### src/rtl/mips_pkg.sv
`default_nettype none
// ============================================================================
// Module  : mips_pkg
// Brief   : Opcodes, select encodings and state encoding for the multicycle
//           MIPS main control FSM.
// Revision: 1.0 - initial release
// ============================================================================
package mips_pkg;

    localparam logic [5:0] OP_RTYPE = 6'b000000;
    localparam logic [5:0] OP_LW    = 6'b100011;
    localparam logic [5:0] OP_SW    = 6'b101011;
    localparam logic [5:0] OP_BEQ   = 6'b000100;
    localparam logic [5:0] OP_ADDI  = 6'b001000;
    localparam logic [5:0] OP_J     = 6'b000010;

    localparam logic [1:0] ALU_ADD   = 2'b00;
    localparam logic [1:0] ALU_SUB   = 2'b01;
    localparam logic [1:0] ALU_FUNCT = 2'b10;

    localparam logic [1:0] SRCB_REG     = 2'b00;
    localparam logic [1:0] SRCB_FOUR    = 2'b01;
    localparam logic [1:0] SRCB_IMM     = 2'b10;
    localparam logic [1:0] SRCB_IMM_SH2 = 2'b11;

    localparam logic [1:0] PC_ALU    = 2'b00;
    localparam logic [1:0] PC_ALUOUT = 2'b01;
    localparam logic [1:0] PC_JUMP   = 2'b10;

    localparam int STATE_W = 4;

    localparam logic [STATE_W-1:0] S_FETCH   = 4'd0;
    localparam logic [STATE_W-1:0] S_DECODE  = 4'd1;
    localparam logic [STATE_W-1:0] S_MEMADR  = 4'd2;
    localparam logic [STATE_W-1:0] S_MEMRD   = 4'd3;
    localparam logic [STATE_W-1:0] S_MEMWB   = 4'd4;
    localparam logic [STATE_W-1:0] S_MEMWR   = 4'd5;
    localparam logic [STATE_W-1:0] S_EXECUTE = 4'd6;
    localparam logic [STATE_W-1:0] S_ALUWB   = 4'd7;
    localparam logic [STATE_W-1:0] S_BRANCH  = 4'd8;
    localparam logic [STATE_W-1:0] S_ADDIEX  = 4'd9;
    localparam logic [STATE_W-1:0] S_ADDIWB  = 4'd10;
    localparam logic [STATE_W-1:0] S_JUMP    = 4'd11;

endpackage
`default_nettype wire

### src/rtl/mips_mc_control.sv
`default_nettype none
// ============================================================================
// Module  : mips_mc_control
// Brief   : Multicycle MIPS main control FSM with memory handshake, retired
//           instruction counter and sticky illegal-opcode flag.
// Revision: 1.0 - initial release
// ============================================================================
module mips_mc_control
    import mips_pkg::*;
#(
    parameter int CNT_W = 32
) (
    input  logic             clk,
    input  logic             rst_n,
    input  logic [5:0]       op_i,
    input  logic             zero_i,
    input  logic             mem_ready_i,
    output logic             mem_req_o,
    output logic             i_or_d_o,
    output logic             mem_write_o,
    output logic             ir_write_o,
    output logic             reg_dst_o,
    output logic             mem_to_reg_o,
    output logic             reg_write_o,
    output logic             alu_src_a_o,
    output logic [1:0]       alu_src_b_o,
    output logic [1:0]       Alu_op_o,
    output logic [1:0]       pc_src_o,
    output logic             pc_en_o,
    output logic             illegal_op_o,
    output logic [CNT_W-1:0] instr_count_o
);

    logic [STATE_W-1:0] state_q;
    logic [STATE_W-1:0] state_d;
    logic               illegal_q;
    logic [CNT_W-1:0]   count_q;

    logic       w_retire;
    logic       w_illegal;
    logic       w_mem_req;
    logic       w_i_or_d;
    logic       w_mem_write;
    logic       w_ir_write;
    logic       w_reg_dst;
    logic       w_mem_to_reg;
    logic       w_reg_write;
    logic       w_alu_src_a;
    logic [1:0] w_alu_src_b;
    logic [1:0] w_alu_op;
    logic [1:0] w_pc_src;
    logic       w_pc_write;
    logic       w_branch;

    always_ff @(posedge clk or negedge rst_n) begin
        if (!rst_n) begin
            state_q <= S_FETCH;
        end else begin
            state_q <= state_d;
        end
    end

    always_ff @(posedge clk or negedge rst_n) begin
        if (!rst_n) begin
            illegal_q <= 1'b0;
            count_q   <= '0;
        end else begin
            if (w_illegal) begin
                illegal_q <= 1'b1;
            end
            if (w_retire) begin
                count_q <= count_q + {{(CNT_W-1){1'b0}}, 1'b1};
            end
        end
    end

    // w_retire marks every return to FETCH that completes a legal instruction.
    always_comb begin
        state_d   = state_q;
        w_retire  = 1'b0;
        w_illegal = 1'b0;
        case (state_q)
            S_FETCH:   if (mem_ready_i) state_d = S_DECODE;
            S_DECODE: begin
                case (op_i)
                    OP_LW, OP_SW: state_d = S_MEMADR;
                    OP_RTYPE:     state_d = S_EXECUTE;
                    OP_BEQ:       state_d = S_BRANCH;
                    OP_ADDI:      state_d = S_ADDIEX;
                    OP_J:         state_d = S_JUMP;
                    default: begin
                        state_d   = S_FETCH;
                        w_illegal = 1'b1;
                    end
                endcase
            end
            S_MEMADR:  state_d = (op_i == OP_LW) ? S_MEMRD : S_MEMWR;
            S_MEMRD:   if (mem_ready_i) state_d = S_MEMWB;
            S_MEMWR: begin
                if (mem_ready_i) begin
                    state_d  = S_FETCH;
                    w_retire = 1'b1;
                end
            end
            S_EXECUTE: state_d = S_ALUWB;
            S_ADDIEX:  state_d = S_ADDIWB;
            S_MEMWB, S_ALUWB, S_BRANCH, S_ADDIWB, S_JUMP: begin
                state_d  = S_FETCH;
                w_retire = 1'b1;
            end
            default:   state_d = S_FETCH;
        endcase
    end

    // Outputs are held at zero for the whole time reset is asserted.
    always_comb begin
        w_mem_req    = 1'b0;
        w_i_or_d     = 1'b0;
        w_mem_write  = 1'b0;
        w_ir_write   = 1'b0;
        w_reg_dst    = 1'b0;
        w_mem_to_reg = 1'b0;
        w_reg_write  = 1'b0;
        w_alu_src_a  = 1'b0;
        w_alu_src_b  = SRCB_REG;
        w_alu_op     = ALU_ADD;
        w_pc_src     = PC_ALU;
        w_pc_write   = 1'b0;
        w_branch     = 1'b0;
        if (rst_n) begin
            case (state_q)
                S_FETCH: begin
                    w_mem_req   = 1'b1;
                    w_alu_src_b = SRCB_FOUR;
                    w_ir_write  = mem_ready_i;
                    w_pc_write  = mem_ready_i;
                end
                S_DECODE:  w_alu_src_b = SRCB_IMM_SH2;
                S_MEMADR, S_ADDIEX: begin
                    w_alu_src_a = 1'b1;
                    w_alu_src_b = SRCB_IMM;
                end
                S_MEMRD: begin
                    w_mem_req = 1'b1;
                    w_i_or_d  = 1'b1;
                end
                S_MEMWB: begin
                    w_reg_write  = 1'b1;
                    w_mem_to_reg = 1'b1;
                end
                S_MEMWR: begin
                    w_mem_req   = 1'b1;
                    w_i_or_d    = 1'b1;
                    w_mem_write = 1'b1;
                end
                S_EXECUTE: begin
                    w_alu_src_a = 1'b1;
                    w_alu_op    = ALU_FUNCT;
                end
                S_ALUWB: begin
                    w_reg_write = 1'b1;
                    w_reg_dst   = 1'b1;
                end
                S_BRANCH: begin
                    w_alu_src_a = 1'b1;
                    w_alu_op    = ALU_SUB;
                    w_pc_src    = PC_ALUOUT;
                    w_branch    = 1'b1;
                end
                S_ADDIWB:  w_reg_write = 1'b1;
                S_JUMP: begin
                    w_pc_src   = PC_JUMP;
                    w_pc_write = 1'b1;
                end
                default: ;
            endcase
        end
    end

    assign mem_req_o     = w_mem_req;
    assign i_or_d_o      = w_i_or_d;
    assign mem_write_o   = w_mem_write;
    assign ir_write_o    = w_ir_write;
    assign reg_dst_o     = w_reg_dst;
    assign mem_to_reg_o  = w_mem_to_reg;
    assign reg_write_o   = w_reg_write;
    assign alu_src_a_o   = w_alu_src_a;
    assign alu_src_b_o   = w_alu_src_b;
    assign Alu_op_o      = w_alu_op;
    assign pc_src_o      = w_pc_src;
    assign pc_en_o       = w_pc_write | (w_branch & zero_i);
    assign illegal_op_o  = illegal_q;
    assign instr_count_o = count_q;

endmodule
`default_nettype wire

### config.mk
export PLATFORM = sky130hd
export DESIGN_NAME = mips_mc_control
export DESIGN_NICKNAME = d
export VERILOG_FILES = /design/src/rtl/mips_pkg.sv /design/src/rtl/mips_mc_control.sv
export SDC_FILE = /design/constraint.sdc
export NUM_CORES = 1
export LEC_CHECK = 0
export ABC_CLOCK_PERIOD_IN_PS = 1700
export BUFFER_PORTS_ARGS = -buffer_cell sky130_fd_sc_hd__buf_2
export CORE_ASPECT_RATIO = 1.4
export CORE_UTILIZATION = 45
export DETAILED_ROUTE_END_ITERATION = 6
export GPL_TIMING_DRIVEN = 0
export PLACE_DENSITY = 0.73
export SLEW_MARGIN = 10
export SYNTH_ARGS = -nofsm -noshare
export SYNTH_HDL_FRONTEND = slang
export SYNTH_SLANG_ARGS = --single-unit
### constraint.sdc
create_clock -name clk -period 1.7 [get_ports clk]
set_input_delay 0 -clock clk [delete_from_list [all_inputs] [get_ports clk]]
set_output_delay 0 -clock clk [all_outputs]
set_load 0.05 [all_outputs]
==> impl_metrics.yaml <==
cells_and_area:
  design_area_sq_um: 2880
  area_growth_pct: 38.5
  fin_nets: 305
  drive_above_1_share_pct: 46.8
  final_cell_mix: "51 x buf_2, 21 x dfrtp_2, 20 x xnor2_1"
  diodes: 0
  final_common_cell: "buf_2"
  fin_cells: 355
synthesis:
  yosysUniqueCellTypes: 42
  synth_nets: 223
  synth_seq_area_share_pct: 44.5
  yosysWarnings: 0
  synth_flop_cell: "dfrtp_1"
  syn_avg_cell_area_sq_um: 9.81
  netlist_area_sq_um: 2080
  synth-seq-cells: 37
  synth_edf_count: 0
  async_flop_share_pct: 100
  syn_inst: 212
power:
  power_density_nw_per_um2: 876
  seq_power_share_pct: 41.6
  p_int_mw: 1.58
  leakagePower_nw: 1.42
  peakVddDrop_uv: 802
  p_comb_share_pct: 34.1
  p_sw_mw: 0.940
  pwr-share-clk_pct: 24.3
  sw_frac_of_total_pct: 37.3
timing:
  hold_viol_final: 37
  max_freq_mhz: 578
  setup_ws_ns: -0.0290
  fin_crit_sh_pct: 102
  slew_headroom_pct: 38.6
  fin_setup_tns_ns: -0.0513
  slew_viol_final: 0
  fin_skew_ns: 0.00918
  setup_viol: 2
  tightest_slew_ns: 0.920
  period_minus_slack_ns: 1.73
  whs_ns: -0.149
  rsz0062_at_grt: "yes"
route:
  wirelength_mm: 4.68
  wl_per_cell_microns: 13.2
  drt_first_pass_iters: 4
  vias: 1841
  vias_per_cell: 5.19
  drc_errors: 0
  ant_nets: 0
  drtIter0Drc: 63
placement:
  post_dp_cell_area_sq_um: 2550
  dp_hpwl_mm: 3.28
  place_ws_ns: -0.232
  buffer_ports.inserted: 57
  placed_cells: 329
  gp_congestion: 0.874
floorplan:
  floorplan.rows: 28
  start_util_pct: 47.9
  die_w_microns: 59.5
  die_area_sq_um: 4900
  io_pins: 58
  fp.dieH_microns: 82.5
  core_sq_um: 4340
global_route:
  first_global_vias: 1650
  grt_max_degree: 46
  antenna_found_initial: 0
  grtUsageTotal_pct: 19.5
  gr-total-overflow: 0
  grt_pass1_wl_mm: 7.25
worst_setup_path:
  cp_data_required_time_ns: 1.86
  path_class: "reg -> reg"
  worst_setup_path_start_kind: "flop"
  crit_fanout: 6
  reg2reg_slack_ns: -0.03
  crit_arrival_ns: 1.89
  endpoint_kind: "flop"
clock_network:
  cts_max_level: 2
  clk_latency_ns: 0.28
  root_buffer: "clkbuf_8"
  cts_tree: "built"
  clkTransAtPathRegs_ns: 0.07
  cts_buffers: 5
  cts_buffer_depth: 2
  cts_sinks: 37
outcome:
  status: "complete, but fails checks"
  violations: "hold timing, setup timing"
hold_path:
  min_path_type: "in -> async"
job:
  maxCapViolCount: 0
## cells by family (layout without fill, tap and decap cells)
| family | count (synthesis) | count (layout) | synth area share [%] |
|---|---|---|---|
| muxes | 1 | 1 | 0.541 |
| DFF | 37 | 37 | 44.5 |
| AOI/OAI and AO/OA | 25 | 25 | 8.84 |
| adders and majority gates | 2 | 2 | 1.08 |
| xor gates and xnor gates | 33 | 33 | 13.9 |
| and+or+nand+nor | 105 | 105 | 29.1 |
| buffers and inverters | 9 | 92 | 2.04 |
## stage by stage
stage / utilization, % / power [mW]
2_1_floorplan: - / 1.60
3_5_place_dp: 58.6 / 1.79
5_1_grt: 66.4 / 2.66
4_1_cts: 63.2 / 2.47
6_report: 66.4 / 2.52
3_3_place_gp: 58.6 / 1.78
## repair_timing
| action | CTS | global route |
|---|---|---|
| setup endpoints to repair | 34 | 26 |
| pin swaps | 3 | 15 |
| cloned | 0 | 1 |
| hold endpoints to repair | 37 | 37 |
| resized for setup | 17 | 30 |
| setup buffers | 8 | 9 |
## power groups by stage
| stage | sequential (mW) | clock [mW] | combinational [mW] |
|---|---|---|---|
| 2_1_floorplan | 1.21 | 0 | 0.388 |
| 6_report | 1.05 | 0.614 | 0.861 |
| 3_5_place_dp | 1.07 | 0 | 0.721 |
| 3_3_place_gp | 1.07 | 0 | 0.707 |
| 4_1_cts | 1.05 | 0.628 | 0.800 |
| 5_1_grt | 1.06 | 0.677 | 0.919 |
## layout make-up
cell class	count	area, sq um
Buffer	7	55.1
Clock buffer	8	90.1
Tap cell	60	75.1
Timing Repair Buffer	75	472
Inverter	2	7.51
Fill cell	382	1460
Multi-Input combinational cell	166	1230
Sequential cell	37	952
## worst max-delay path: stages (launching register included)
cell     delay (ns)
dfrtp_2        0.38
and4_4         0.25
nand4_1        0.14
buf_4          0.17
nor4_4         0.25
buf_4          0.18
nand4_1        0.11
xnor2_1        0.14
## worst paths after layout
path | startpoint | end | depth (start not counted)
setup / recovery | instr_count_o[6] | instr_count_o[31] | 7
hold / removal | rst_n | state_q[1] | 1
setup reg to reg | instr_count_o[6] | instr_count_o[31] | 7
hold reg to reg | instr_count_o[31] | instr_count_o[31] | 1
max in group asynchronous | rst_n | instr_count_o[14] | 1
min in group clk | op_i[4] | state_q[3] | 4
## state kept, by name, indices dropped and copies added, names as in the netlist
register       count
illegal_op_o       1
instr_count_o     32
state_q            4
## cells in the mapped netlist (2+ instances only)
cell      instances  area, sq um
nor2b_1           2         12.5
buf_4             2         15.0
xnor2_1          20          175
clkbuf_1          4         15.0
nor4_4            2         42.5
o21ai_0           3         15.0
nand3_1           7         35.0
or3_1             3         18.8
and2b_1           3         22.5
and3_1            9         56.3
nor3b_1           2         15.0
o32ai_1           2         17.5
nand4_1           6         37.5
and4_1            7         61.3
xor2_1           13          114
nor2_1           20         75.1
nand2b_1          5         31.3
inv_1             2         7.51
nor3_1           10         50.1
a21oi_1          11         55.1
dfrtp_1          37          926
nand2_1          20         75.1
and2_1            3         18.8
## layer usage
| layer | vias up | global-route usage [%] | wire length, microns |
|---|---|---|---|
| met1 | 875 | 23.5 | 2020 |
| met4 | 0 | 5.71 | 53 |
| met5 | - | 0 | 0 |
| li1 | 914 | - | - |
| met3 | 4 | 4.67 | 172 |
| met2 | 48 | 34.2 | 2440 |
No activity file was read; power rests on OpenSTA's default activity.
